[src/rtl/instr_decoder.sv]
// Decode/issue stage: assembles 16/32-bit instructions, reads operands,
// and issues one registered operation per instruction to execute.
module instr_decoder (
  input  logic        clk,
  input  logic        rst,
  input  logic [15:0] hw_i,
  input  logic        hw_valid_i,
  output logic        hw_ready_o,
  input  logic [31:0] GR_i [32],
  output logic [4:0]  destination_o,
  output logic [31:0] reg1_o,
  output logic [31:0] reg2_o,
  output logic [31:0] reg3_o,
  output logic        increment_bit_o,
  output logic [4:0]  circuit_sel_o,
  output logic        issue_valid_o,
  output logic        illegal_o
);

  localparam logic [1:0] FETCH1 = 2'd0;
  localparam logic [1:0] FETCH2 = 2'd1;
  localparam logic [1:0] STALL  = 2'd2;

  localparam logic [4:0] SEL_NOP = 5'b11111;

  logic [1:0]  state;
  logic [15:0] hw1_q;
  logic [15:0] imm_q;

  logic [15:0] hw1;
  logic [15:0] imm;
  logic [4:0]  ra;
  logic [4:0]  rb;
  logic [5:0]  op;
  logic [31:0] va;
  logic [31:0] vb;

  logic        legal;
  logic [4:0]  sel;
  logic [4:0]  dest;
  logic [31:0] op1;
  logic [31:0] op2;
  logic        use_a;
  logic        use_b;

  logic is32;
  logic accept;
  logic fin;
  logic nop;
  logic haz;
  logic do_issue;
  logic do_illegal;

  assign reg3_o          = 32'd0;
  assign increment_bit_o = 1'b0;
  assign hw_ready_o      = (state != STALL);

  // Halfword 1 is live from hw_i only while in FETCH1.
  assign hw1 = (state == FETCH1) ? hw_i : hw1_q;
  assign imm = (state == FETCH2) ? hw_i : imm_q;
  assign ra  = hw1[15:11];
  assign op  = hw1[10:5];
  assign rb  = hw1[4:0];
  assign va  = (ra == 5'd0) ? 32'd0 : GR_i[ra];
  assign vb  = (rb == 5'd0) ? 32'd0 : GR_i[rb];

  always_comb begin
    legal = 1'b1;
    sel   = SEL_NOP;
    dest  = ra;
    op1   = 32'd0;
    op2   = 32'd0;
    use_a = 1'b0;
    use_b = 1'b0;
    case (op)
      6'b001110: begin
        sel = 5'b00001; op1 = vb; op2 = va;
        use_a = 1'b1; use_b = 1'b1;
      end
      6'b010010: begin
        sel = 5'b00001; op1 = {{27{rb[4]}}, rb};
        op2 = va; use_a = 1'b1;
      end
      6'b110000: begin
        sel = 5'b00001; op1 = {{16{imm[15]}}, imm};
        op2 = vb; use_b = 1'b1;
      end
      6'b001101, 6'b001111: begin
        sel = 5'b00000; op1 = (~vb) + 32'd1; op2 = va;
        use_a = 1'b1; use_b = 1'b1;
        if (op[1]) dest = 5'd0;
      end
      6'b001010: begin
        sel = 5'b00010; op1 = vb; op2 = va;
        use_a = 1'b1; use_b = 1'b1;
      end
      6'b001000: begin
        sel = 5'b00011; op1 = vb; op2 = va;
        use_a = 1'b1; use_b = 1'b1;
      end
      6'b110110: begin
        sel = 5'b00010; op1 = {16'd0, imm};
        op2 = vb; use_b = 1'b1;
      end
      default: legal = 1'b0;
    endcase
  end

  assign is32   = (op[5:4] == 2'b11);
  assign accept = hw_valid_i && hw_ready_o;
  assign nop    = (hw1 == 16'h0000);
  assign fin    = ((state == FETCH1) && accept && !is32)
               || ((state == FETCH2) && accept)
               || (state == STALL);

  // Previous edge's issue is still on the outputs; its result commits now.
  assign haz = (state != STALL) && issue_valid_o
            && (destination_o != 5'd0)
            && ((use_a && (ra == destination_o))
             || (use_b && (rb == destination_o)));

  assign do_issue   = fin && legal && !haz;
  assign do_illegal = fin && !legal && !nop;

  always_ff @(posedge clk or posedge rst) begin
    if (rst) begin
      state         <= FETCH1;
      hw1_q         <= 16'd0;
      imm_q         <= 16'd0;
      issue_valid_o <= 1'b0;
      illegal_o     <= 1'b0;
      circuit_sel_o <= SEL_NOP;
      destination_o <= 5'd0;
      reg1_o        <= 32'd0;
      reg2_o        <= 32'd0;
    end else begin
      issue_valid_o <= do_issue;
      illegal_o     <= do_illegal;
      if (do_issue) begin
        circuit_sel_o <= sel;
        destination_o <= dest;
        reg1_o        <= op1;
        reg2_o        <= op2;
      end else begin
        circuit_sel_o <= SEL_NOP;
        destination_o <= 5'd0;
      end
      if (accept && (state == FETCH1)) hw1_q <= hw_i;
      if (accept && (state == FETCH2)) imm_q <= hw_i;
      case (state)
        FETCH1: begin
          if (accept && is32) state <= FETCH2;
          else if (fin && legal && haz) state <= STALL;
        end
        FETCH2: begin
          if (accept) state <= (legal && haz) ? STALL : FETCH1;
        end
        default: state <= FETCH1;
      endcase
    end
  end

endmodule
[config.mk]
export PLATFORM = sky130hd
export DESIGN_NAME = instr_decoder
export DESIGN_NICKNAME = d
export VERILOG_FILES = /design/src/rtl/instr_decoder.sv
export SDC_FILE = /design/constraint.sdc
export NUM_CORES = 2
export LEC_CHECK = 0
export BUFFER_PORTS_ARGS = -buffer_cell sky130_fd_sc_hd__buf_2
export CORE_AREA = 2 2 445 447
export CTS_CLUSTER_DIAMETER = 40
export DETAILED_ROUTE_END_ITERATION = 12
export DIE_AREA = 0 0 447 449
export PLACE_DENSITY = 0.34
export SLEW_MARGIN = 10
export SYNTH_ARGS = -nofsm -noshare
export SYNTH_HDL_FRONTEND = slang
export SYNTH_SLANG_ARGS = --single-unit
[constraint.sdc]
create_clock -name clk -period 10.1 [get_ports clk]
set_input_delay 0.505 -clock clk [delete_from_list [all_inputs] [get_ports clk]]
set_output_delay 0.505 -clock clk [all_outputs]
set_load 0.03 [all_outputs]
# After elaboration in Yosys (flattened, before gate mapping)
# Index checks and enable logic that the tools add are counted.
# op_classes
addsub	1
magnitude_cmp	2
eq_ne	16
mux	25
n_bitwise	3
n_reduce_logical	37
# ops
cell	count
32-bit binary-select mux with 5-bit select	2
32-bit 2-to-1 mux	6
32-bit case mux with 5 select lines	1
32-bit case mux with 2 select lines	1
32-bit by 1-bit adder with 32-bit output (second input constant)	1
16-bit 2-to-1 mux	2
32-bit inverter	1
6-bit by 4-bit equality test with 1-bit output (second input constant)	5
5-bit 2-to-1 mux	4
5-bit case mux with 4 select lines	1
1-bit logical AND	16
16-bit zero test	1
6-bit equality test (second input constant)	2
6-bit >= comparator (second input constant)	2
5-bit inverter with 6-bit output	2
5-bit equality test	2
5-bit zero test	2
2-bit 2-to-1 mux	4
8-bit OR reduction	1
7-bit OR reduction	1
6-bit by 5-bit equality test with 1-bit output (second input constant)	1
2-bit OR reduction	3
3-bit OR reduction	2
6-bit OR reduction	1
11 further kinds	20
# totals
ff_bits	110
in_bits	1043
output_inout_bits	110

# Logic depth before layout (Yosys ltp)
# logic_depth
depth_word	12
depth_mapped	18
depth_no_buf	13

# Worst setup path before layout
# Ideal clock, no wire load.
# synth_timing
path_type	input -> register
start	input port hw_i[0]
end	register reg1_o[28]
setup_ps	69
arrival_time_ps	4126
t_required_ps	10031
setup_slack_ps	5905
path_stages	14
n_path_buf	3
path_cell_list	buf_2 or3b_4 nand2_4 buf_2 buf_2 mux4_2 o2111ai_1 a21oi_1 a21oi_1 ha_1 o2111ai_4 or3_4 or4_1 nand3_1
# synth_via
elab_chain_cells	9
word_cells_on_any_way	16
classes_between	add/sub (1); eq/ne (1); mux (6); bitwise (2); reduce/logical (6)
# synth_rtl
item	line_no	rtl
start: declaration	6	input logic [15:0] hw_i,
16-bit 2-to-1 mux *	59	assign hw1 = (state == FETCH1) ? hw_i : hw1_q;
5-bit inverter with 6-bit output (implied by the code)	65	assign vb = (rb == 5'd0) ? 32'd0 : GR_i[rb];
32-bit binary-select mux with 5-bit select	65	
32-bit 2-to-1 mux (implied by the code) (2 in a row)	65	
32-bit 2-to-1 mux	65	
32-bit inverter	89	sel = 5'b00000; op1 = (~vb) + 32'd1; op2 = va;
32-bit by 1-bit adder with 32-bit output	89	
32-bit case mux with 5 select lines	75	case (op)
end signal: assignment	142	reg1_o <= op1;
end: declaration	11	output logic [31:0] reg1_o,
# Mark *: on every way between the ends. The rest lies on a longest branch, timed or not. The select of a mux whose other input is x is not followed.
# A chain may end at the register's enable or synchronous reset.

# Worst setup path in the final report
# layout_timing
start	register state[1]
end	register reg1_o[21]
# layout_via
elab_chain_cells	10
word_cells_on_any_way	50
classes_between	add/sub (1); eq/ne (14); mux (10); bitwise (2); reduce/logical (23)
# layout_rtl
item	line_no	rtl
start: declaration	26	logic [1:0] state;
start signal: assignment	156	if (accept) state <= (legal && haz) ? STALL : FETCH1;
2-bit zero test	59, 112	
16-bit 2-to-1 mux	59	
5-bit inverter with 6-bit output (implied by the code), or another cell as far along	65	
32-bit binary-select mux with 5-bit select, or another cell as far along	65	
32-bit 2-to-1 mux (implied by the code) / 1-bit 2-to-1 mux (equally long branches)	65, 75	
32-bit 2-to-1 mux (implied by the code), or another cell as far along	65	
32-bit 2-to-1 mux / 1-bit logical OR (equally long branches)	65, 120	
32-bit inverter / 1-bit logical AND (equally long branches)	89, 119	
32-bit by 1-bit adder with 32-bit output / 1-bit zero test (equally long branches)	89, 122	
32-bit case mux with 5 select lines / 1-bit logical AND (equally long branches)	75, 122	
# Parallel ways exist; a longest one is shown, timed or not. The select of a mux whose other input is x is not followed.

==> impl_metrics.csv <==
group,metric,value,unit
sta,tightest_slew,1330,ps
worst_setup_path,critical_path_buf_inv_count,3,
worst_setup_path,path_class,"flop to flop",
power_and_ir_drop,ir_drop,87.5,uV
worst_setup_path,worst_ep_required_time,10440,ps
worst_setup_path,crit_path_frequent_cell,"buf_4",
clock_network,post_cts_buffers,0,
route,drtIter0Drc,3549,
route,wl_per_cell,38.5,um
yosys,ys_seq_area_frac,0.108,
yosys,avgSynthCellArea,8.20,um^2
power_and_ir_drop,finalPower,4410,uW
status,status,"finished clean",
worst_setup_path,critPathMaxStageDelay,750,ps
yosys,ys.flop_type,"dfrtp_1",
floorplan,fp.dieArea,201000,um^2
clock_network,cts_hold_buf,0,
floorplan,die_y,449,um
yosys,syn_inst,3046,
place,hpwl,208,mm
finish,drive_gt1_frac,0.420,
finish,register_area,2710,um^2
clock_network,clk_latency,410,ps
route,num_vias,33749,
route,routed_via_density,5.06,
finish,area_delta_synth_final,35.1,%
clock_network,numCtsBuffers,9,
global_route,grt_usage,0.244,
global_route,antenna_found_initial,210,
route,drc_errors,0,
yosys,ys_warn_count,0,
power_and_ir_drop,seq_power_share,0.162,
power_and_ir_drop,power.density,131,nW/um^2
power_and_ir_drop,p_int,1850,uW
finish,multi_input_area,20700,um^2
sta,hold_viol_final,0,
finish,final_common_cell,"buf_2",
power_and_ir_drop,netSwitchingPower,2560,uW
finish,final_cell_mix,"buf_2, nand2_1, mux4_2, nand3_1, mux2i_1",
sta,fin_skew,21.8,ps
clock_network,clk_pin_slew,100,ps
sta,fmax,0.163,GHz
floorplan,start_util,0.127,
power_and_ir_drop,power_frac_clock,0.093,
power_and_ir_drop,comb_power_share,0.744,
global_route,grt_max_degree,124,
floorplan,die_w,447,um
clock_network,cts_sinks,108,
global_route,grt_pass1_wl,329,mm
clock_network,cts_max_level,3,
yosys,synth-seq-cells,108,
power_and_ir_drop,netSwitchingFraction,0.581,
route,ant_nets,0,
place,port_buffers,1119,
clock_network,tritoncts,"built",
yosys,synth_area_leaders,"mux4_2, dfrtp_1, nand2_1",
floorplan,core,196000,um^2
clock_network,clock-root-buffer,"clkbuf_16",
min_path,hp-class,"primary input to async pin",
sta,setup_violations,0,
yosys,async_reset_ff_frac,1.00,
finish,fillers,22734,
clock_network,cts-resized-gates,0,
worst_setup_path,critPathLaunchType,"flop",
worst_setup_path,crit_chain,"buf_4, or3b_4, nand2_8, buf_4, buf_12, mux2i_1, a222oi_1, nor3b_1, and4b_1, a41oi_1, nor4b_2, nand4_1, or4_1, nand3_1",
floorplan,io_pins,1153,
worst_setup_path,critPathCaptureType,"flop",
sta,rsz0062_at_grt,"no",
sta,max_slew_margin,0.109,
power_and_ir_drop,power_leakage,0.0134,uW
sta,drv_slew,0,
worst_setup_path,cp_max_fo,123,
finish,final_nets,4972,
global_route,gr-total-overflow,0,
worst_setup_path,cp_data_arrival_time,6490,ps
clock_network,clk_path_buf_depth,2,
global_route,grt_pass1_vias,31669,
sta,tns,0,ps
run,maxCapViolations,0,
yosys,ys_types,110,
sta,finalCriticalPeriod,6150,ps
route,postRouteWirelength,257,mm
yosys,synth_top_area_frac,0.271,
yosys,synth_edf_count,0,
place,routabilityCongestion,1.00,
worst_setup_path,path_delay_family,"simple AND/OR/NAND/NOR gates",
floorplan,fp-row-count,163,
yosys,synthesis.area,25000,um^2
yosys,yosysTopAreaCell,"mux4_2",
worst_setup_path,cp_slowest_cell,"or4_1",
route,first_pass_iters,6,
sta,period_share,0.609,
path summary, 6_finish.rpt:
| check | start | endpoint | slack, ps | cells past startpoint |
|---|---|---|---|---|
| max | state[1] | reg1_o[21] | 3950 | 14 |
| min | rst | reg2_o[28] | 120 | 2 |
| max in group asynchronous | rst | hw1_q[0] | 8240 | 4 |
| min in group clk | hw_i[12] | hw1_q[12] | 440 | 2 |
| min reg2reg | reg2_o[14] | reg2_o[14] | 490 | 1 |
| max reg2reg | state[1] | reg1_o[21] | 3950 | 14 |
final cells by class:
cell class | count | share of cell area
Clock inverter | 7 | 0.00237
Clock buffer | 9 | 0.00668
Inverter | 8 | 0.000964
Antenna cell | 101 | 0.00749
Sequential cell | 108 | 0.0803
Timing Repair Buffer | 1207 | 0.191
Multi-Input combinational cell | 2594 | 0.614
Tap cell | 2640 | 0.0979
state kept, by name (all words and copies together), names as in the netlist:
signal and count:
reg2_o 32, reg1_o 32, imm_q 16, illegal_o 1, issue_valid_o 1, circuit_sel_o 3
hw1_q 16, destination_o 5, state 2
per-stage QoR:
step	setup slack (ps)	utilization	instance area, um^2	instances	hold slack, ps
6_report	3950	0.172	33700	6674	119
3_3_place_gp	3680	0.169	33200	6557	473
5_1_grt	3710	0.171	33600	6635	158
3_5_place_dp	3710	0.169	33200	6557	476
4_1_cts	3930	0.171	33500	6573	141
2_1_floorplan	5900	-	25100	3078	479
synth_stat cells, types with 36 or more instances:
library cell,n
a21oi_1,94
clkbuf_1,140
a31oi_1,95
mux4_2,301
a211oi_1,43
mux2_2,44
o21ai_0,137
nand4_1,48
nand2_1,615
buf_4,55
o221ai_1,41
a311oi_1,36
mux2i_1,172
and3_1,74
nand3_1,220
nor3_1,46
nor2_1,165
o211ai_1,40
dfrtp_1,105
buf_2,135
power by group through the flow:
stage	clock [uW]	combinational, uW	sequential (uW)
6_report	411	3280	715
4_1_cts	417	3290	713
3_5_place_dp	0	3280	723
3_3_place_gp	0	3280	720
5_1_grt	435	3440	737
2_1_floorplan	0	1510	941
layer usage:
metal / global-route usage / up-vias / wire length, um
met2: 0.386 / 2025 / 117000
met3: 0.0570 / 439 / 20100
met1: 0.321 / 17468 / 108000
met5: 0 / - / 602
met4: 0.0899 / 96 / 10900
li1: - / 13721 / -
kinds of logic after synthesis:
logic type                 Yosys count  share of synthesized area
and+or+nand+nor                   1294                      0.239
AOI/OAI and AO/OA                  718                      0.203
muxes                              524                      0.365
buffers and inverters              376                     0.0761
DFF                                108                      0.108
xor gates and xnor gates            24                    0.00842
adders and majority gates            1                   0.000501
other                                1                   0.000150
Power figures use the tool's default switching activity.
